==> config.mk <==
export PLATFORM = sky130hd
export DESIGN_NAME = vinsn_issue_queue
export DESIGN_NICKNAME = d
export VERILOG_FILES = /design/src/rtl/core_pkg.sv /design/src/rtl/vinsn_issue_queue_fifo.sv /design/src/rtl/vinsn_issue_queue.sv
export SDC_FILE = /design/constraint.sdc
export NUM_CORES = 1
export LEC_CHECK = 0
export BUFFER_PORTS_ARGS = -buffer_cell sky130_fd_sc_hd__buf_4
export CAP_MARGIN = 20
export CORE_ASPECT_RATIO = 0.75
export CORE_MARGIN = 5
export CORE_UTILIZATION = 40
export DETAILED_ROUTE_END_ITERATION = 7
export GPL_ROUTABILITY_DRIVEN = 0
export PLACE_DENSITY = 0.64
export SYNTH_ARGS = -nofsm -noshare
export SYNTH_HDL_FRONTEND = slang
export SYNTH_SLANG_ARGS = --single-unit
==> constraint.sdc <==
create_clock -name clk_i -period 13.4 [get_ports clk_i]
set_input_delay 0.67 -clock clk_i [delete_from_list [all_inputs] [get_ports clk_i]]
set_output_delay 0.67 -clock clk_i [all_outputs]
set_load 0.02 [all_outputs]
==> src/rtl/core_pkg.sv <==
// Shared types and decode helpers for the vector issue path.
package core_pkg;

    localparam int unsigned NrOps           = 3;
    localparam int unsigned VD              = 2;
    localparam int unsigned NrVFU           = 5;
    localparam int unsigned IssueQueueDepth = 4;

    typedef enum logic [3:0] {
        VADD, VSUB, VMUL, VMACC, VFADD, VLE, VSE, VSLIDEUP, VMAND
    } ara_op_e;

    typedef enum logic [2:0] {
        VFU_Alu, VFU_MFpu, VFU_LoadUnit, VFU_StoreUnit, VFU_SlideUnit
    } vfu_e;

    typedef enum logic [2:0] {
        OQ_None, OQ_Alu, OQ_MFpu, OQ_Store, OQ_Slide
    } op_queue_e;

    typedef logic [4:0] vreg_t;
    typedef logic [1:0] vew_t;

    typedef struct packed {
        ara_op_e                 vop;
        vreg_t [NrOps-1:0]       vs;
        vew_t  [NrOps-1:0]       vew;
        logic  [NrOps-1:0]       use_vs;
        logic  [7:0]             vl;
        logic  [7:0]             vstart;
        logic  [31:0]            scalar_op;
        logic  [2:0]             insn_id;
    } issue_req_t;

    typedef struct packed {
        ara_op_e                 vop;
        vew_t                    vew;
        logic  [7:0]             vl;
        logic  [NrOps-1:0]       use_vs;
        logic  [31:0]            scalar_op;
        logic  [2:0]             insn_id;
        vreg_t                   vd;
        logic  [7:0]             vstart;
    } vfu_req_t;

    typedef struct packed {
        vreg_t [NrOps-1:0]       vs;
        vew_t  [NrOps-1:0]       vew;
        op_queue_e               queue;
        logic  [7:0]             vl;
        logic  [7:0]             vstart;
    } op_req_t;

    function automatic vfu_e GetVFUByVOp(ara_op_e vop);
        vfu_e res;
        case (vop)
            VMUL, VMACC, VFADD: res = VFU_MFpu;
            VLE:                res = VFU_LoadUnit;
            VSE:                res = VFU_StoreUnit;
            VSLIDEUP:           res = VFU_SlideUnit;
            default:            res = VFU_Alu;
        endcase
        return res;
    endfunction

    function automatic op_queue_e GetOpQueue(ara_op_e vop, logic [NrOps-1:0] use_vs);
        op_queue_e res;
        if (use_vs == '0) begin
            res = OQ_None;
        end else begin
            case (vop)
                VMUL, VMACC, VFADD: res = OQ_MFpu;
                VSE:                res = OQ_Store;
                VSLIDEUP:           res = OQ_Slide;
                default:            res = OQ_Alu;
            endcase
        end
        return res;
    endfunction

endpackage

==> src/rtl/vinsn_issue_queue_fifo.sv <==
// Generic typed circular buffer with occupancy count and keep-head flush.
module issue_fifo #(
    parameter type         T     = logic,
    parameter int unsigned Depth = 4,
    parameter int unsigned CntW  = $clog2(Depth + 1)
) (
    input  logic            clk_i,
    input  logic            rst_i,
    input  logic            push_i,
    input  T                data_i,
    input  logic            pop_i,
    input  logic            flush_i,
    input  logic            keep_head_i,
    output logic            full_o,
    output logic            empty_o,
    output logic [CntW-1:0] count_o,
    output T                head_o
);

    localparam int unsigned PtrW = $clog2(Depth);

    T                mem_q [Depth];
    logic [PtrW-1:0] rptr_q, rptr_d, wptr_q, wptr_d;
    logic [CntW-1:0] cnt_q, cnt_d;
    logic            do_push, do_pop;

    assign full_o  = (cnt_q == CntW'(Depth));
    assign empty_o = (cnt_q == '0);
    assign count_o = cnt_q;
    assign head_o  = mem_q[rptr_q];
    assign do_push = push_i & ~full_o & ~flush_i;
    assign do_pop  = pop_i & ~empty_o;

    // Next pointers/count; a keep-head flush rewinds the write pointer to just past the head.
    always_comb begin
        rptr_d = rptr_q + PtrW'(do_pop);
        wptr_d = wptr_q + PtrW'(do_push);
        cnt_d  = cnt_q + CntW'(do_push) - CntW'(do_pop);
        if (flush_i) begin
            if (keep_head_i && !do_pop) begin
                wptr_d = rptr_q + PtrW'(1);
                cnt_d  = CntW'(1);
            end else begin
                wptr_d = rptr_d;
                cnt_d  = '0;
            end
        end
    end

    // Pointer and occupancy state.
    always_ff @(posedge clk_i or posedge rst_i) begin
        if (rst_i) begin
            rptr_q <= '0;
            wptr_q <= '0;
            cnt_q  <= '0;
        end else begin
            rptr_q <= rptr_d;
            wptr_q <= wptr_d;
            cnt_q  <= cnt_d;
        end
    end

    // Entry storage; contents are don't-care until written.
    always_ff @(posedge clk_i) begin
        if (do_push) begin
            mem_q[wptr_q] <= data_i;
        end
    end

endmodule

==> src/rtl/vinsn_issue_queue.sv <==
// Issue queue: buffers decoded instructions and dispatches the head once to
// its VFU and once to the operand requester, with stall and flush handling.
module vinsn_issue_queue
    import core_pkg::*;
#(
    parameter int unsigned Depth = IssueQueueDepth,
    parameter int unsigned CntW  = $clog2(Depth + 1)
) (
    input  logic             clk_i,
    input  logic             rst_i,
    input  logic             issue_req_valid_i,
    output logic             issue_req_ready_o,
    input  issue_req_t       issue_req_i,
    input  logic             stall_i,
    input  logic             flush_i,
    input  logic [NrVFU-1:0] vfu_req_ready_i,
    output logic             vfu_req_valid_o,
    output vfu_e             target_vfu_o,
    output vfu_req_t         vfu_req_o,
    input  logic             op_req_ready_i,
    output logic             op_req_valid_o,
    output op_req_t          op_req_o,
    output logic             issued_o,
    output issue_req_t       issued_req_o,
    output logic [CntW-1:0]  count_o
);

    issue_req_t head;
    logic       full, empty, head_valid, push, pop, keep_head;
    logic       need_op, gate, vfu_fire, op_fire;
    logic       vfu_sent_q, vfu_sent_d, op_sent_q, op_sent_d;

    issue_fifo #(
        .T     (issue_req_t),
        .Depth (Depth),
        .CntW  (CntW)
    ) u_fifo (
        .clk_i       (clk_i),
        .rst_i       (rst_i),
        .push_i      (push),
        .data_i      (issue_req_i),
        .pop_i       (pop),
        .flush_i     (flush_i),
        .keep_head_i (keep_head),
        .full_o      (full),
        .empty_o     (empty),
        .count_o     (count_o),
        .head_o      (head)
    );

    // Dispatch handshakes; stall only holds back the first send of a head.
    always_comb begin
        issue_req_ready_o = ~full & ~flush_i & ~rst_i;
        push              = issue_req_valid_i & issue_req_ready_o;
        head_valid        = ~empty;
        need_op           = |head.use_vs;
        gate              = ~stall_i | vfu_sent_q | op_sent_q;
        target_vfu_o      = GetVFUByVOp(head.vop);
        vfu_req_valid_o   = head_valid & ~vfu_sent_q & gate;
        vfu_fire          = vfu_req_valid_o & vfu_req_ready_i[target_vfu_o];
        op_req_valid_o    = head_valid & need_op & ~op_sent_q & gate;
        op_fire           = op_req_valid_o & op_req_ready_i;
        pop               = head_valid & (vfu_sent_q | vfu_fire)
                                       & (op_sent_q | op_fire | ~need_op);
        keep_head         = (vfu_sent_q | op_sent_q) & ~pop;
        issued_o          = (vfu_fire | op_fire) & ~vfu_sent_q & ~op_sent_q;
        issued_req_o      = head;
        vfu_sent_d        = pop ? 1'b0 : (vfu_sent_q | vfu_fire);
        op_sent_d         = pop ? 1'b0 : (op_sent_q | op_fire);
    end

    // Field mapping from the head entry to both consumers.
    always_comb begin
        vfu_req_o.vop       = head.vop;
        vfu_req_o.vew       = head.vew[VD];
        vfu_req_o.vl        = head.vl;
        vfu_req_o.use_vs    = head.use_vs;
        vfu_req_o.scalar_op = head.scalar_op;
        vfu_req_o.insn_id   = head.insn_id;
        vfu_req_o.vd        = head.vs[VD];
        vfu_req_o.vstart    = head.vstart;
        op_req_o.vs         = head.vs;
        op_req_o.vew        = head.vew;
        op_req_o.queue      = GetOpQueue(head.vop, head.use_vs);
        op_req_o.vl         = head.vl;
        op_req_o.vstart     = head.vstart;
    end

    // Per-head sent flags.
    always_ff @(posedge clk_i or posedge rst_i) begin
        if (rst_i) begin
            vfu_sent_q <= 1'b0;
            op_sent_q  <= 1'b0;
        end else begin
            vfu_sent_q <= vfu_sent_d;
            op_sent_q  <= op_sent_d;
        end
    end

endmodule

Yosys cells after proc, flatten, opt, wreduce, memory -nomap -nowiden:

Memory sizes are Yosys's and may differ from the RTL's.
Index checks and enable logic that the tools add are counted.

* reductions and logical operators: 6
* muxes and demuxes: 13
* equality and inequality tests: 7
* add/subtract/negate cells: 5
* order comparisons: 1
* bitwise operators: 34

Operator list (number)
* $and A1 B1 Y1: 18
* $eq A4 B3 Y1 const B: 4
* $pmux W3 S4: 1
* $not A1 Y1: 9
* $pmux W3 S3: 1
* $eq A4 B2 Y1 const B: 2
* $or A1 B1 Y1: 7
* $logic_not A3 Y1: 2
* $mux W1: 6
* $mux W3: 2
* $reduce_or A3 Y1: 2
* $add A2 B1 Y2: 2
* $lt A3 B4 Y1 const B: 1
* $mux W2: 2
* $add A3 B1 Y3: 1
* $bmux W1 S3: 1
* $eq A3 B3 Y1 const B: 1
* $sub A3 B1 Y3: 1
* $add A2 B1 Y2 const B: 1
* $logic_and A1 B1 Y1: 1
* $logic_not A1 Y1: 1

* memories: 1
* register bits after elaboration: 9
* memory bits (writable): 316

Memory list
* u_fifo.mem_q: depth 4, width 79, rd ports 1, clocked after memory_dff 0, wr ports 1, RTL line vinsn_issue_queue_fifo.sv:22 `T mem_q [Depth];`

Depth between registers and ports, before layout:

Gate-level depths: netlist (run 1).
An unclocked memory read counts as a cell.

* depth in word-level cells: 15
* gate-level depth with buffers: 13
* gate-level depth less buffers: 11

Modules after synthesis:

A second synthesis (run 1) with hierarchy kept.

* cell total of the unflattened synthesis: 613
* area, all modules: 13008.7 um^2

Modules (own cells, without submodules)
* issue_fifo: area an instance 11877.6 um^2, sequential area each 9664.3 um^2, cells each 463, times used 1
* vinsn_issue_queue: area an instance 1131.1 um^2, sequential area each 50.0 um^2, cells each 150, times used 1

Worst setup path after synthesis (run 1):

OpenSTA, ideal clock, no wires.

* path kind: input port to flip-flop
* from: input port rst_i
* to: memory u_fifo.mem_q[0][0] in the netlist's numbering, enable pin
* data required time: 12.771 ns
* arrival: 7.399 ns
* slack: 5.372 ns
* path buffers: 0
* stages: 3
* library setup time: 0.629 ns
* cell sequence: a211oi_1 > and2_0 > nor3b_1

* cells in the longest elaborated chain, start to end: 7

Ends and longest elaborated chain
* start, declared: RTL line vinsn_issue_queue.sv:10 `input logic rst_i,`
* $not A1 Y1: RTL line vinsn_issue_queue.sv:53 `issue_req_ready_o = ~full & ~flush_i & ~rst_i;`
* $and A1 B1 Y1: RTL line vinsn_issue_queue.sv:53
* $and A1 B1 Y1: RTL line vinsn_issue_queue.sv:54 `push = issue_req_valid_i & issue_req_ready_o;`
* $and A1 B1 Y1 (2 in a row): RTL line vinsn_issue_queue_fifo.sv:31 `assign do_push = push_i & ~full_o & ~flush_i;`
* $mux W1: RTL line vinsn_issue_queue_fifo.sv:65 `if (do_push) begin`
* $mux W1 (not written as such): RTL line vinsn_issue_queue_fifo.sv:66 `mem_q[wptr_q] <= data_i;`
* end, declared: RTL line vinsn_issue_queue_fifo.sv:22

No other way between the ends.

Worst setup path in the final report (run 1):

* from: register u_fifo.rptr_q[0]
* to: output port issued_o

* cells in the longest elaborated chain, start to end: 10

Ends and longest elaborated chain
* start, declared: RTL line vinsn_issue_queue_fifo.sv:23 `logic [PtrW-1:0] rptr_q, rptr_d, wptr_q, wptr_d;`
* start signal, assigned: RTL line vinsn_issue_queue_fifo.sv:57 `rptr_q <= rptr_d;`
* $mem_v2 Z4 W79 (*)
* $eq A4 B2 Y1 or $eq A4 B3 Y1 (tied branches): RTL line core_pkg.sv:56 `case (vop)`
* $reduce_or A3 Y1: RTL line core_pkg.sv:56
* $pmux W3 S4: RTL line core_pkg.sv:56
* $bmux W1 S3: RTL line vinsn_issue_queue.sv:60 `vfu_fire = vfu_req_valid_o & vfu_req_ready_i[target_vfu_o];`
* $mux W1 (not written as such): RTL line vinsn_issue_queue.sv:60
* $and A1 B1 Y1: RTL line vinsn_issue_queue.sv:60
* $or A1 B1 Y1 (*): RTL line vinsn_issue_queue.sv:66 `issued_o = (vfu_fire | op_fire) & ~vfu_sent_q & ~op_sent_q;`
* $and A1 B1 Y1 (*) (2 in a row): RTL line vinsn_issue_queue.sv:66
* end, declared: RTL line vinsn_issue_queue.sv:23 `output logic issued_o,`

Mark *: on every way between the ends. The rest lies on a longest branch, timed or not. The select of a mux whose other input is x is not followed.

==> results of run 1 <==
-- cell families (layout without fill, tap and decap cells) --
family | count (synthesis) | count (layout) | synth area share, %
flops | 325 | 325 | 74.9
buf+inv | 129 | 359 | 6.89
mux | 79 | 79 | 13.7
simple gates | 51 | 51 | 2.28
compound gates | 22 | 22 | 1.39
xor+xnor | 7 | 7 | 0.473
fa+ha+maj | 3 | 3 | 0.347
other cells | 0 | 1 | 0
-- metrics by stage --
| step | util [%] | hold WS, ns | cells | setup WS [ns] |
|---|---|---|---|---|
| after floorplan | - | 0.498 | 616 | 5.37 |
| after global placement | 46.2 | 0.606 | 1227 | 9.47 |
| after detailed placement | 46.2 | 0.600 | 1227 | 9.44 |
| after CTS | 49.6 | 0.150 | 1288 | 9.16 |
| after global routing | 49.6 | 0.194 | 1289 | 9.02 |
| final | 49.6 | 0.173 | 1289 | 9.28 |
-- cell type report --
class | instances | area, um2
multi-input cells | 162 | 2390
repair buffers | 292 | 2190
diodes | 1 | 2.50
clock inverters | 17 | 163
flip-flops and latches | 325 | 9720
clock buffers | 44 | 910
well taps | 442 | 553
inverters | 6 | 22.5
fillers | 2622 | 16200
-- Yosys cell counts, drive strengths merged (3+ instances only) --
cell type  instances  area share [%]
a21oi              5            0.22
buf              116             6.5
clkbuf             7            0.20
dfrtp              9             1.7
edfxtp           316              73
inv                6            0.17
mux4              79              14
nand2             10            0.29
nand2b             8            0.39
nor2              13            0.38
nor3               5            0.32
o31ai              4            0.23
or3                3            0.14
xnor2              5            0.34
-- report_power, final --
group	internal, uW	total, uW	switching, uW
sequential	1180	1270	89.9
combinational	679	1520	837
clock	538	902	364
-- critical path: stages (launching register included) --
cell and delay, ns:
dfrtp_4 0.98, mux4_2 0.73, and4b_1 0.28, a211o_1 0.28, o31ai_1 0.22, nand2_1 0.11, a21oi_1 0.18, buf_4 0.17
-- layer usage --
metal	global-route usage, %	wire length [um]	up-vias	part of all wire [%]
met5	0	0	-	0
met4	3.55	539	0	2.1
met3	3.92	1860	43	7.3
met2	22.4	12300	201	48
met1	19.2	11000	3162	43
li1	-	-	2788	-
-- worst max path at each step --
stage | start | slack [ns] | cells past startpoint | to
after floorplan | rst_i | 5.37 | 3 | u_fifo.mem_q[0][0]$_DFFE_PP_
after global routing | u_fifo.rptr_q[0]$_DFF_PP0_ | 9.02 | 7 | issued_o
final | u_fifo.rptr_q[0]$_DFF_PP0_ | 9.28 | 7 | issued_o
after global placement | u_fifo.rptr_q[0]$_DFF_PP0_ | 9.47 | 11 | u_fifo.count_o[2]$_DFF_PP0_
after detailed placement | u_fifo.rptr_q[0]$_DFF_PP0_ | 9.44 | 11 | u_fifo.count_o[2]$_DFF_PP0_
after CTS | u_fifo.rptr_q[0]$_DFF_PP0_ | 9.16 | 7 | issued_o
-- layout by cell type (no fill, tap or decap), drive strengths merged, types with 3 or more instances in the layout --
cell type / n
a21oi: 5
or3: 3
mux4: 79
xnor2: 5
nor2: 13
nand2: 10
nand2b: 8
nor3: 5
edfxtp: 316
buf: 292
bufinv: 3
inv: 7
dfrtp: 9
o31ai: 4
clkbuf: 44
clkinv: 12
-- state kept, by name, indices dropped and copies added, names as in the netlist --
register / cells
op_sent_q: 1
u_fifo.count_o: 3
u_fifo.rptr_q: 2
u_fifo.mem_q: 316
vfu_sent_q: 1
u_fifo.wptr_q: 2
==> run_results.csv, run 1 <==
group,metric,value,unit
worst_setup_path,path_max_fanout,41,
clock_network,clkSinkCount,325,
route,first_pass_iters,4,
grt,antenna_found_initial,1,
clock_network,htreeDepth,2,
logic_synthesis,syn_area,0.0130,mm2
grt,grt_pass1_vias,6532,
final_layout,stdcell_area,0.0160,mm2
job,max_cap_viol_count,0,
logic_synthesis,ys_seq_area_share,74.9,%
timing,fin_tns_setup,0,ns
timing,relSlewSlack,40.4,%
logic_synthesis,synth_edf_count,316,
clock_network,postCtsSetupRepairBufs,0,
route,final_antenna_net_count,0,
placed_design,io_buffers,283,
clock_network,cts_tree,"done",
worst_setup_path,rr_startpoint,"u_fifo.rptr_q[0]$_DFF_PP0_",
route,via_per_inst,4.81,
final_layout,nets,914,
clock_network,root_buffer,"clkbuf_16",
worst_setup_path,worstRegToRegCells,11,
logic_synthesis,ys_types,45,
logic_synthesis,synth_nets,709,
logic_synthesis,synthFlopType,"edfxtp_1",
worst_setup_path,path_class,"reg -> out",
timing,setup_viol,0,
clock_network,ctsResizeCount,0,
worst_setup_path,cp.required,12.73,ns
grt,grtUsageTotal,14.0,%
logic_synthesis,syn_area_per_cell,21.1,um2
floorplan,rows,57,
worst_setup_path,r2r-end,"u_fifo.count_o[2]$_DFF_PP0_",
route,wire_per_inst,19.9,um
power_and_ir_drop,cellLeakagePower,0.00563,uW
floorplan,initial_core_util,40.3,%
timing,hold_viol_final,0,
floorplan,dieArea,0.0362,mm2
worst_setup_path,crit_arrival,3.45,ns
logic_synthesis,ys_ff_latch,325,
floorplan,ios,284,
logic_synthesis,async_flop_share,2.77,%
power_and_ir_drop,p_per_area,231,mW/mm2
timing,fin_skew,0.00930,ns
placed_design,dpl.hpwl,16.4,mm
clock_network,cts_buffers,34,
timing,final_max_slew_viol_count,0,
floorplan,die_h,166,um
run_status,status,"finished, final reports clean",
timing,grt_setup_unrepaired,"false",
route,route.vias.total,6194,
final_layout,drive_gt1_share,50.9,%
worst_setup_path,r2r_slack,9.49,ns
route,wl,25.6,mm
clock_network,holdBufCountCts,0,
timing,worst_slew_pin_slew,0.894,ns
clock_network,clk_latency,0.50,ns
grt,grt.overflow.total,0,
route,drtIter0Drc,373,
floorplan,die_w,218,um
logic_synthesis,yosysWarnings,0,
min_path,hp-class,"in -> async",
clock_network,cts.clk_slew.worst_paths,0.06,ns
power_and_ir_drop,totalPowerFinal,3690,uW
timing,period_share,30.8,%
logic_synthesis,syn_inst,616,
route,drc,0,
clock_network,clock_path_buffers,3,
floorplan,core_area,0.0322,mm2
power_and_ir_drop,ir_drop,0.188,mV
worst_setup_path,critPathLaunchType,"flop",
grt,grt_max_degree,46,
timing,period_needed,4.12,ns
worst_setup_path,critPathCaptureType,"output pin",
grt,grt_first_pass_wirelength,39.6,mm
timing,max_freq,243,MHz
placed_design,dpl_cell_area,0.0149,mm2
final_layout,syn_to_final_growth,23.0,%
No activity file was read; power rests on OpenSTA's default activity.
==> inputs of run 2 (changes only) <==
==> constraint.sdc (replaced) <==
create_clock -name clk_i -period 4 [get_ports clk_i]
set_input_delay 0.2 -clock clk_i [delete_from_list [all_inputs] [get_ports clk_i]]
set_output_delay 0.2 -clock clk_i [all_outputs]
set_load 0.02 [all_outputs]
==> run_results.csv, run 2 (same netlist as run 1, synthesis figures left out) <==
group,metric,value,unit
run_status,status,"finished, final reports clean",
floorplan,dieArea,0.0362,mm2
route,drc,0,
floorplan,die_w,218,um
worst_setup_path,path_max_fanout,20,
worst_setup_path,path_class,"reg -> reg",
timing,relSlewSlack,42.0,%
final_layout,drive_gt1_share,46.4,%
final_layout,num_antenna_cells,0,
worst_setup_path,cp.buffers_inverters,1,
clock_network,htreeDepth,2,
placed_design,dpl_cell_area,0.0149,mm2
grt,antenna_found_initial,0,
worst_setup_path,cp.required,4.39,ns
final_layout,final_common_cell,"edfxtp_1",
placed_design,dp_slack,0.446,ns
worst_setup_path,path_common_cell,"xnor2_1",
power_and_ir_drop,cellLeakagePower,0.00599,uW
route,wire_per_inst,19.4,um
final_layout,fillers,2527,
job,max_cap_viol_count,0,
timing,period_needed,3.54,ns
route,wl,26.5,mm
route,via_per_inst,4.80,
grt,grt_pass1_vias,6879,
floorplan,ios,284,
timing,fin_skew,0.0120,ns
clock_network,clock_path_buffers,3,
power_and_ir_drop,totalPowerFinal,12500,uW
final_layout,largest_reg_flops,316,
final_layout,syn_to_final_growth,29.7,%
route,drtIter0Drc,368,
final_layout,largest-register,"u_fifo.mem_q",
timing,setup_ws,0.463,ns
worst_setup_path,cpMaxStageDelayCell,"mux4_2",
worst_setup_path,critPathLaunchType,"flop",
route,final_antenna_net_count,0,
grt,grt_max_degree,73,
power_and_ir_drop,ir_drop,0.501,mV
grt,grt_first_pass_wirelength,40.3,mm
power_and_ir_drop,p_per_area,744,mW/mm2
clock_network,cts_buffers,34,
placed_design,io_buffers,283,
timing,worst_slew_pin_slew,0.870,ns
clock_network,ctsResizeCount,0,
floorplan,initial_core_util,40.3,%
timing,max_freq,283,MHz
clock_network,postCtsSetupRepairBufs,0,
min_path,hp-class,"in -> reg",
timing,final_max_slew_viol_count,0,
timing,setup_viol,0,
floorplan,core_area,0.0322,mm2
clock_network,cts.clk_slew.worst_paths,0.06,ns
worst_setup_path,path_cells,"mux4_2, or3_1, a21oi_2, nor4_4, nor3_2, xnor2_1, ha_1, inv_1, fa_1, xnor2_1, nor2_1",
clock_network,clkSinkCount,325,
floorplan,die_h,166,um
route,route.vias.total,6560,
worst_setup_path,critPathCaptureType,"flop",
timing,period_share,88.4,%
timing,hold_viol_final,0,
grt,grtUsageTotal,14.2,%
worst_setup_path,crit_arrival,3.93,ns
final_layout,nets,997,
final_layout,stdcell_area,0.0168,mm2
clock_network,clk_latency,0.51,ns
timing,grt_setup_unrepaired,"false",
timing,fin_tns_setup,0,ns
clock_network,cts_tree,"done",
clock_network,root_buffer,"clkbuf_16",
route,first_pass_iters,6,
grt,grt.overflow.total,0,
worst_setup_path,critical_path.top_delay_family,"simple AND/OR/NAND/NOR gates",
worst_setup_path,max_stage_delay,0.69,ns
final_layout,fin_util,52.3,%
final_layout,layout_common_cells,"316 x edfxtp_1, 292 x buf_4, 81 x dlygate4sd3_1",
floorplan,rows,57,
placed_design,dpl.hpwl,16.3,mm
run 2: worst reg2reg max path, delay by kind of cell, from the launching register on:
kind	cells	cell delay, ns
and+or+nand+nor	4	0.92
muxes	1	0.70
adders and majority gates	2	0.55
AOI/OAI and AO/OA	1	0.22
xor gates and xnor gates	2	0.33
DFF	1	0.66
buffers and inverters	1	0.05
run 2: power breakdown:
group          internal (uW)  switching [uW]  total (uW)
clock                   1860            1200        3060
combinational           2340            2960        5300
sequential              3970             181        4150
run 2: through the flow:
stage / instances / hold slack (ns)
detailed placement: 1229 / 0.207
CTS: 1366 / 0.0638
finish: 1366 / 0.103
global route: 1366 / 0.116
floorplan: 616 / 0.0279
global placement: 1229 / 0.204
run 2: worst paths after layout:
check	slack, ns	cells past startpoint	to	start
setup / recovery	0.46	11	u_fifo.count_o[2]$_DFF_PP0_	u_fifo.rptr_q[0]$_DFF_PP0_
hold / removal	0.10	4	vfu_sent_q$_DFF_PP0_	stall_i
setup reg to reg	0.46	11	u_fifo.count_o[2]$_DFF_PP0_	u_fifo.rptr_q[0]$_DFF_PP0_
hold reg to reg	0.62	2	vfu_sent_q$_DFF_PP0_	vfu_sent_q$_DFF_PP0_
max in group asynchronous	3.45	3	u_fifo.rptr_q[1]$_DFF_PP0_	rst_i
min in group asynchronous	0.25	3	u_fifo.wptr_q[1]$_DFF_PP0_	rst_i
run 2: layer usage:
layer / vias up / GRT usage (%) / part of all wire (%)
met3: 37 / 3.79 / 7.1
met4: 0 / 3.47 / 1.4
met2: 223 / 22.5 / 47
met1: 3350 / 19.9 / 44
li1: 2950 / - / -
met5: - / 0 / 0
run 2: what timing repair did:
item / 4_1_cts / 5_1_grt
hold buffers: 81 / 0
setup endpoints to repair: 0 / 0
hold endpoints to repair: 327 / 0
run 2: final cells by class:
| cell class | instances | area, um2 | area share (%) |
|---|---|---|---|
| Timing Repair Buffer | 375 | 3040 | 18.1 |
| Inverter | 6 | 22.5 | 0.134 |
| Clock buffer | 44 | 952 | 5.66 |
| Sequential cell | 325 | 9720 | 57.8 |
| Tap cell | 442 | 553 | 3.29 |
| Clock inverter | 12 | 125 | 0.744 |
| Multi-Input combinational cell | 162 | 2400 | 14.3 |
==> inputs of run 3 (changes only) <==
--- a/config.mk
+++ b/config.mk
@@ -9,10 +9,11 @@
 export CAP_MARGIN = 20
 export CORE_ASPECT_RATIO = 0.75
 export CORE_MARGIN = 5
-export CORE_UTILIZATION = 40
+export CORE_UTILIZATION = 54
 export DETAILED_ROUTE_END_ITERATION = 7
 export GPL_ROUTABILITY_DRIVEN = 0
-export PLACE_DENSITY = 0.64
+export GPL_TIMING_DRIVEN = 0
+export PLACE_DENSITY = 0.81
 export SYNTH_ARGS = -nofsm -noshare
 export SYNTH_HDL_FRONTEND = slang
 export SYNTH_SLANG_ARGS = --single-unit
==> run_results.csv, run 3 (same netlist as run 1, synthesis figures left out) <==
group,metric,value,unit
run_status,status,"finished, final reports clean",
route,drc,0,
timing,max_freq,283,MHz
timing,period_share,88.3,%
clock_network,postCtsSetupRepairBufs,0,
route,drtIter0Drc,534,
min_path,hold_start,"stall_i",
floorplan,die_h,144,um
grt,antenna_found_initial,2,
timing,final_max_slew_viol_count,0,
clock_network,clk_latency,0.55,ns
job,max_cap_viol_count,0,
worst_setup_path,critPathCaptureType,"flop",
grt,met2_usage,34.2,%
final_layout,seq_area,0.00971,mm2
placed_design,dpl.hpwl,18.5,mm
route,wire_per_inst,20.5,um
clock_network,clock_path_buffers,3,
floorplan,core_area,0.0238,mm2
grt,grt_first_pass_wirelength,41.8,mm
final_layout,multi_input_area,0.00240,mm2
worst_setup_path,critPathLaunchType,"flop",
floorplan,ios,284,
grt,grt_busiest_layer,"met2",
final_layout,final_common_cell,"buf_4",
worst_setup_path,worstRegToRegCells,13,
min_path,holdPathStages,4,
worst_setup_path,cp.required,4.40,ns
timing,relSlewSlack,34.4,%
grt,grtUsageTotal,19.8,%
clock_network,htreeDepth,1,
grt,grt_pass1_vias,7425,
floorplan,dieArea,0.0272,mm2
clock_network,clkSinkCount,325,
timing,grt_setup_unrepaired,"false",
worst_setup_path,cp-startpoint,"u_fifo.rptr_q[0]$_DFF_PP0_",
floorplan,rows,49,
floorplan,initial_core_util,54.5,%
grt,grt_use_met1,27.1,%
min_path,hp-class,"in -> reg",
timing,fin_skew,0.0230,ns
timing,setup_viol,0,
final_layout,drive_gt1_share,50.9,%
power_and_ir_drop,ir_drop,0.554,mV
floorplan,die_w,189,um
final_layout,fillers,1376,
clock_network,cts_buffers,30,
route,final_antenna_net_count,0,
final_layout,nets,1115,
clock_network,root_buffer,"clkbuf_16",
final_layout,largest_reg_flops,316,
timing,hold_viol_final,0,
route,wl,27.7,mm
final_layout,fin_util,73.1,%
worst_setup_path,crit_arrival,3.93,ns
grt,grt.overflow.total,0,
power_and_ir_drop,p_per_area,744,mW/mm2
clock_network,cts_tree,"done",
worst_setup_path,path_max_fanout,10,
grt,grt_use_met3,3.98,%
route,via_per_inst,5.27,
worst_setup_path,rr_startpoint,"u_fifo.rptr_q[0]$_DFF_PP0_",
grt,grt_max_degree,42,
final_layout,largest-register,"u_fifo.mem_q",
final_layout,syn_to_final_growth,34.1,%
final_layout,layout_common_cells,"385 x buf_4, 316 x edfxtp_1, 80 x dlygate4sd3_1",
placed_design,io_buffers,283,
timing,period_needed,3.53,ns
clock_network,cts.clk_slew.worst_paths,0.06,ns
route,first_pass_iters,5,
worst_setup_path,path_class,"reg -> reg",
route,route.vias.total,7126,
power_and_ir_drop,cellLeakagePower,0.00645,uW
timing,timing.hold.ws,0.0705,ns
timing,worst_slew_pin_slew,0.983,ns
[run 3: metrics by stage]
step	setup WS [ns]	cell area, um2	total power [uW]	cells	TNS (ns)
3_3_place_gp	-1.15	15500	10300	1205	-322.82
2_1_floorplan	0.0603	13000	8110	616	0
6_report	0.469	17400	12900	1351	0
5_1_grt	0.271	17400	13500	1351	0
3_5_place_dp	0.500	15700	10400	1216	0
4_1_cts	0.468	17400	13000	1349	0
[run 3: layer usage]
layer / routed length [um] / up-vias
li1: - / 3200
met1: 11200 / 3611
met2: 14200 / 283
met3: 1970 / 32
met4: 388 / 0
met5: 0 / -
[run 3: cell type report]
type                       instances  share of cell area (%)
timing repair buffer             374                    18.0
sequential                       325                    55.8
clock buffer                      39                    4.51
multi-input combinational        162                    13.8
clock inverter                    14                   0.489
buffer                           123                    5.01
inverter                           6                   0.129
antenna                            2                  0.0288
tap                              306                    2.20
[run 3: what timing repair did]
action,CTS,global route
endpoints found under the hold margin,325,0
gates resized for setup,0,0
hold buffers,80,0
[run 3: worst max-delay path, cell delays in order, from the launching register on]
cell and delay (ns):
dfrtp_1 0.34, buf_6 0.12, buf_6 0.18, mux4_2 0.61
nor3_4 0.40, o311ai_2 0.16, nor4_4 0.42, nor3_2 0.15
xnor2_1 0.17, ha_1 0.16, inv_1 0.05, fa_1 0.40
xnor2_1 0.17, nor2_1 0.05
[run 3: worst paths after layout]
check                                         endpoint  slack [ns]
setup / recovery           u_fifo.count_o[2]$_DFF_PP0_        0.47
hold / removal                    vfu_sent_q$_DFF_PP0_        0.07
setup reg to reg           u_fifo.count_o[2]$_DFF_PP0_        0.47
hold reg to reg                   vfu_sent_q$_DFF_PP0_        0.62
max in group asynchronous   u_fifo.rptr_q[1]$_DFF_PP0_        3.49
min in group asynchronous   u_fifo.rptr_q[0]$_DFF_PP0_        0.23
[run 3: report_power, final]
group	switching [uW]	leakage [uW]	total [uW]	internal (uW)
combinational	3300	0.00307	6350	3050
sequential	88.7	0.00296	4050	3960
clock	1160	0.000420	2540	1380
total	4550	0.00645	12900	8380
